==> src/rtl/rrf_wq.sv <==
// Retirement write queue: buffers up to three in-order register writes per cycle
// and issues them on two register-file write ports without same-address collisions.
module rrf_wq #(
  parameter int DATA_WIDTH = 32,
  parameter int DEPTH      = 8,
  parameter int ADDR_LIMIT = 40
) (
  input  logic                  clk,
  input  logic                  rst,
  input  logic                  in0_vld,
  input  logic                  in1_vld,
  input  logic                  in2_vld,
  input  logic [5:0]            in0_addr,
  input  logic [5:0]            in1_addr,
  input  logic [5:0]            in2_addr,
  input  logic [DATA_WIDTH-1:0] in0_data,
  input  logic [DATA_WIDTH-1:0] in1_data,
  input  logic [DATA_WIDTH-1:0] in2_data,
  output logic                  in_rdy,
  input  logic                  drain_en,
  input  logic                  flush,
  output logic [5:0]            write0_addr,
  output logic [5:0]            write1_addr,
  output logic [DATA_WIDTH-1:0] write0_data,
  output logic [DATA_WIDTH-1:0] write1_data,
  output logic                  write0_wen,
  output logic                  write1_wen,
  output logic                  empty,
  output logic                  err_addr
);

  localparam int PTR_W = $clog2(DEPTH);
  localparam int CNT_W = $clog2(DEPTH + 1);
  localparam logic [CNT_W-1:0] RDY_MAX = CNT_W'(DEPTH - 3);
  localparam logic [6:0]       LIMIT   = 7'(ADDR_LIMIT);

  function automatic logic addr_legal(input logic [5:0] a);
    return ({1'b0, a} < LIMIT);
  endfunction

  logic [5:0]            mem_addr_q [DEPTH];
  logic [5:0]            mem_addr_d [DEPTH];
  logic [DATA_WIDTH-1:0] mem_data_q [DEPTH];
  logic [DATA_WIDTH-1:0] mem_data_d [DEPTH];

  logic [PTR_W-1:0]      head_q, head_d;
  logic [PTR_W-1:0]      tail_q, tail_d;
  logic [CNT_W-1:0]      count_q, count_d;
  logic                  err_addr_q, err_addr_d;

  logic [5:0]            write0_addr_q, write0_addr_d;
  logic [5:0]            write1_addr_q, write1_addr_d;
  logic [DATA_WIDTH-1:0] write0_data_q, write0_data_d;
  logic [DATA_WIDTH-1:0] write1_data_q, write1_data_d;
  logic                  write0_wen_q, write0_wen_d;
  logic                  write1_wen_q, write1_wen_d;

  logic [2:0]            lane_vld;
  logic [5:0]            lane_addr [3];
  logic [DATA_WIDTH-1:0] lane_data [3];
  logic [2:0]            lane_ok;
  logic [2:0]            lane_bad;

  logic                  take;
  logic [1:0]            n_acc;
  logic [1:0]            n_pop;
  logic [PTR_W-1:0]      h0, h1;

  assign in_rdy = (count_q <= RDY_MAX);
  assign empty  = (count_q == '0);

  always_comb begin
    lane_vld     = {in2_vld, in1_vld, in0_vld};
    lane_addr[0] = in0_addr;
    lane_addr[1] = in1_addr;
    lane_addr[2] = in2_addr;
    lane_data[0] = in0_data;
    lane_data[1] = in1_data;
    lane_data[2] = in2_data;
    lane_ok      = '0;
    lane_bad     = '0;
    for (int i = 0; i < 3; i++) begin
      lane_ok[i]  = lane_vld[i] && addr_legal(lane_addr[i]);
      lane_bad[i] = lane_vld[i] && !addr_legal(lane_addr[i]);
    end
  end

  always_comb begin
    mem_addr_d    = mem_addr_q;
    mem_data_d    = mem_data_q;
    err_addr_d    = err_addr_q;
    write0_addr_d = '0;
    write0_data_d = '0;
    write0_wen_d  = 1'b0;
    write1_addr_d = '0;
    write1_data_d = '0;
    write1_wen_d  = 1'b0;
    n_acc         = '0;
    n_pop         = '0;
    take          = in_rdy && !flush;
    h0            = head_q;
    h1            = head_q + PTR_W'(1);

    // Legal lanes pack densely at the tail in lane order; dropped lanes leave no hole.
    for (int i = 0; i < 3; i++) begin
      if (take && lane_bad[i]) begin
        err_addr_d = 1'b1;
      end
      if (take && lane_ok[i]) begin
        mem_addr_d[tail_q + PTR_W'(n_acc)] = lane_addr[i];
        mem_data_d[tail_q + PTR_W'(n_acc)] = lane_data[i];
        n_acc = n_acc + 2'd1;
      end
    end

    // Pop decision looks only at registered count, so same-cycle arrivals wait a cycle.
    if (drain_en && !flush) begin
      if (count_q == CNT_W'(1)) begin
        n_pop         = 2'd1;
        write0_wen_d  = 1'b1;
        write0_addr_d = mem_addr_q[h0];
        write0_data_d = mem_data_q[h0];
      end else if (count_q >= CNT_W'(2)) begin
        n_pop = 2'd2;
        if (mem_addr_q[h0] != mem_addr_q[h1]) begin
          write0_wen_d  = 1'b1;
          write0_addr_d = mem_addr_q[h0];
          write0_data_d = mem_data_q[h0];
          write1_wen_d  = 1'b1;
          write1_addr_d = mem_addr_q[h1];
          write1_data_d = mem_data_q[h1];
        end else begin
          // Same target: the younger write supersedes the older one.
          write0_wen_d  = 1'b1;
          write0_addr_d = mem_addr_q[h1];
          write0_data_d = mem_data_q[h1];
        end
      end
    end

    head_d  = head_q + PTR_W'(n_pop);
    tail_d  = tail_q + PTR_W'(n_acc);
    count_d = count_q + CNT_W'(n_acc) - CNT_W'(n_pop);

    if (flush) begin
      head_d  = '0;
      tail_d  = '0;
      count_d = '0;
    end
  end

  always_ff @(posedge clk) begin
    if (!rst) begin
      head_q        <= '0;
      tail_q        <= '0;
      count_q       <= '0;
      err_addr_q    <= 1'b0;
      write0_addr_q <= '0;
      write0_data_q <= '0;
      write0_wen_q  <= 1'b0;
      write1_addr_q <= '0;
      write1_data_q <= '0;
      write1_wen_q  <= 1'b0;
    end else begin
      head_q        <= head_d;
      tail_q        <= tail_d;
      count_q       <= count_d;
      err_addr_q    <= err_addr_d;
      write0_addr_q <= write0_addr_d;
      write0_data_q <= write0_data_d;
      write0_wen_q  <= write0_wen_d;
      write1_addr_q <= write1_addr_d;
      write1_data_q <= write1_data_d;
      write1_wen_q  <= write1_wen_d;
    end
  end

  // Entry storage carries no reset; validity is tracked by head/tail/count alone.
  always_ff @(posedge clk) begin
    mem_addr_q <= mem_addr_d;
    mem_data_q <= mem_data_d;
  end

  assign write0_addr = write0_addr_q;
  assign write0_data = write0_data_q;
  assign write0_wen  = write0_wen_q;
  assign write1_addr = write1_addr_q;
  assign write1_data = write1_data_q;
  assign write1_wen  = write1_wen_q;
  assign err_addr    = err_addr_q;

  a_no_port_collision: assert property (@(posedge clk) disable iff (!rst)
    !(write0_wen_q && write1_wen_q && (write0_addr_q == write1_addr_q)));

endmodule

==> config.mk <==
export PLATFORM = sky130hd
export DESIGN_NAME = rrf_wq
export DESIGN_NICKNAME = d
export VERILOG_FILES = /design/src/rtl/rrf_wq.sv
export SDC_FILE = /design/constraint.sdc
export NUM_CORES = 1
export LEC_CHECK = 0
export ABC_AREA = 1
export CELL_PAD_IN_SITES_DETAIL_PLACEMENT = 2
export CELL_PAD_IN_SITES_GLOBAL_PLACEMENT = 2
export CORE_UTILIZATION = 32
export DETAILED_ROUTE_END_ITERATION = 8
export PLACE_DENSITY = 0.77
export RECOVER_POWER = 25
export SLEW_MARGIN = 10
export SYNTH_ARGS = -nofsm -noshare
export SYNTH_HDL_FRONTEND = slang
export SYNTH_SLANG_ARGS = --single-unit
==> constraint.sdc <==
create_clock -name clk -period 4.4 [get_ports clk]
set_input_delay 0.66 -clock clk [delete_from_list [all_inputs] [get_ports clk]]
set_output_delay 0.66 -clock clk [all_outputs]
set_load 0.01 [all_outputs]
==> impl_results.md <==
* Status: finished, violations left
* Violated checks: capacitance limit, slew limit
* Endpoints failing setup at 0
* Clk sinks at 393
* Post-CTS setup buffer count at 0
* Post-synth cell types at 34
* Pwr Density at 575.4 mW/mm^2
* Final ANT Viol Nets at 0
* Drt drc at 0
* Vias at 32730
* Worst slack at placement at 0.1319 ns
* Worst Path Required at 4.91 ns
* Setup TNS at 0 ns
* Crit end category: flip-flop
* # IOs at 202
* Hold_ws at 0.6145 ns
* Main synth FF type: dfxtp_1
* Layout Nets at 4589
* Worst-path clk slew at 0.06 ns
* FF+latch area at 0.007879 sq mm
* Total Power at 18.27 mW
* Wire length of the first global-routing pass at 209900 microns
* Relative slew margins at -49.21%
* FF+latch count, synth at 393
* Synth top area share at 29.22%
* Max cap viols at 1
* Worst Hold Class: reg2reg
* Placed Instances at 5473
* Critical path arrival at 4.63 ns
* Chip Height at 292.1 microns
* Area Growth Syn to Fin at 17.95%
* Worst Tran Pin Value at 2.238 ns
* CTS Root Buffer Type: clkbuf_16
* Post-cts resize count at 0
* Syn Nets at 4610
* Crit-path max FO at 61
* RSZ-0062 raised after global routing: no
* Hold Violations, Final at 0
* DRT Pass-1 Iters at 5
* Leak at 13.91 nW
* Drt initial violations at 2014
* Startpoint Class: flip-flop
* Final WS setup at 0.2749 ns
* CORE AREA at 0.08342 sq mm
* Maximum root-to-sink buffer count at 3
* Pin count of the biggest net entering global routing at 203
* # rows at 106
* Share of cells above drive strength 1 at 5.065%
* WL per Instance at 24.83 microns
* Register area share after synthesis at 29.22%
* Mapped Area at 0.02693 sq mm
* Max frequency at 242.4 MHz
* Placed Instance Area at 0.03015 sq mm
* Gr ovfl total at 0
* Final Wtd Congestion at 0.8282
* Number of port buffers at 201
* Max VDD drop at 0.2999 mV
* Worst skew pair latency at 0.63 ns
* Die area at 0.08531 sq mm
* Most common cell in the netlist: nand2_1
* GRT Overall Usage at 31.76%
* Final worst path period share at 93.75%
* Synth area leader: dfxtp_1
* Multi-input gate area at 0.01644 sq mm
* YS warnings at 0
* Slew Viols, Final at 62
* Cts hold-fix bufs at 0
* H-tree Lvls at 2
* Worst Skew at 0.01794 ns
* Final WL at 138100 microns
* Number of flops mapped to enable cells by yosys at 0
* Core Util, Final at 38.07%
* Cts bufs inserted at 53
* CTS tree: yes
* Initial antenna violation count at 2
* Post-synthesis async set-or-reset flop share at 0%
* Post-DR vias/cell at 5.884
* Design area at 0.03176 sq mm
* Syn Area/Cell at 6.025 sq um
* Final Non-Filler Cells at 5563
* Die width at 292.1 microns
* Fillers at 10258
* Min cycle time layout at 4.125 ns
* Starting Density at 32.28%
* HPWL after DPL at 87390 microns
* Syn Inst Count at 4469
* Post-synth top cells: 1197 x nand2_1, 773 x o21ai_0, 393 x dfxtp_1
* Largest cells by area after synthesis: dfxtp_1 29%, nand2_1 17%, o21ai_0 14%
* Number of global-route vias before repair at 33961
* CP Class: reg2reg
-- flip-flops by register name (all words and copies together) (netlist names) --
name	cells
mem_data_q	256
count_q	4
h0	3
tail_q	3
write1_data	32
write0_data	32
write1_wen	1
mem_addr_q	48
write0_wen	1
write0_addr	6
write1_addr	6
err_addr	1
-- critical path, cell delays in order, from the launching register on --
cell	delay, ns
dfxtp_4	0.35
buf_4	0.27
inv_2	0.43
clkbuf_2	1.61
o21ai_0	0.31
o221ai_1	0.33
o21ai_1	0.13
inv_1	0.08
nor2_1	0.04
nor2_1	0.29
-- cell families (layout without fill, tap and decap cells) --
logic type,Yosys count,count (layout),synth area share [%]
compound gates,1382,1382,29.31
xor+xnor,9,9,0.3486
fa+ha+maj,20,20,1.041
buf+inv,713,726,10.63
flops,393,393,29.22
other cells,0,1,0
simple gates,1952,1952,29.45
-- area by class of cell --
class / count / share of cell area, %
clock inverters: 3 / 0.06698
diodes: 1 / 0.007880
multi-input cells: 3363 / 51.76
inverters: 332 / 3.979
well taps: 1080 / 4.255
repair buffers: 305 / 9.976
flip-flops and latches: 393 / 24.81
clock buffers: 86 / 5.141
-- placed cells by master (no fill, tap or decap), drive strengths merged --
| cell type | n |
|---|---|
| clkbuf | 91 |
| diode | 1 |
| o211ai | 335 |
| inv | 332 |
| nand2 | 1198 |
| a211oi | 5 |
| dfxtp | 393 |
| clkinv | 2 |
| a21o | 1 |
| o21ai | 844 |
| nand3 | 294 |
| o221ai | 32 |
| a31oi | 2 |
| xnor2 | 4 |
| clkinvlp | 1 |
| and2 | 32 |
| xor2 | 5 |
| nor2 | 395 |
| nor3 | 1 |
| dlygate4sd3 | 82 |
| buf | 99 |
| clkdlybuf4s50 | 119 |
| fa | 4 |
| nand4 | 32 |
| a21oi | 163 |
| ha | 16 |
-- per-layer routing --
metal	vias up	global-route usage [%]	part of all wire, %
met5	-	0	0
met2	979	53.26	46
met3	257	3.189	5.2
li1	14949	-	-
met4	0	11.22	3.4
met1	16545	42.14	45
-- where the power goes --
| part | internal [mW] | leakage (nW) | switching, mW |
|---|---|---|---|
| clock network | 2.50 | 0.807 | 1.83 |
| registers | 4.96 | 3.25 | 1.20 |
| logic | 2.94 | 9.86 | 4.85 |
| total | 10.4 | 13.9 | 7.88 |
-- final timing paths --
check | cells past startpoint | from | slack (ns) | end
setup / recovery | 9 | h0[1] | 0.27 | write0_data[10]
hold / removal | 2 | err_addr | 0.61 | err_addr
setup reg to reg | 9 | h0[1] | 0.27 | write0_data[10]
hold reg to reg | 2 | err_addr | 0.61 | err_addr
Power figures use the tool's default switching activity.
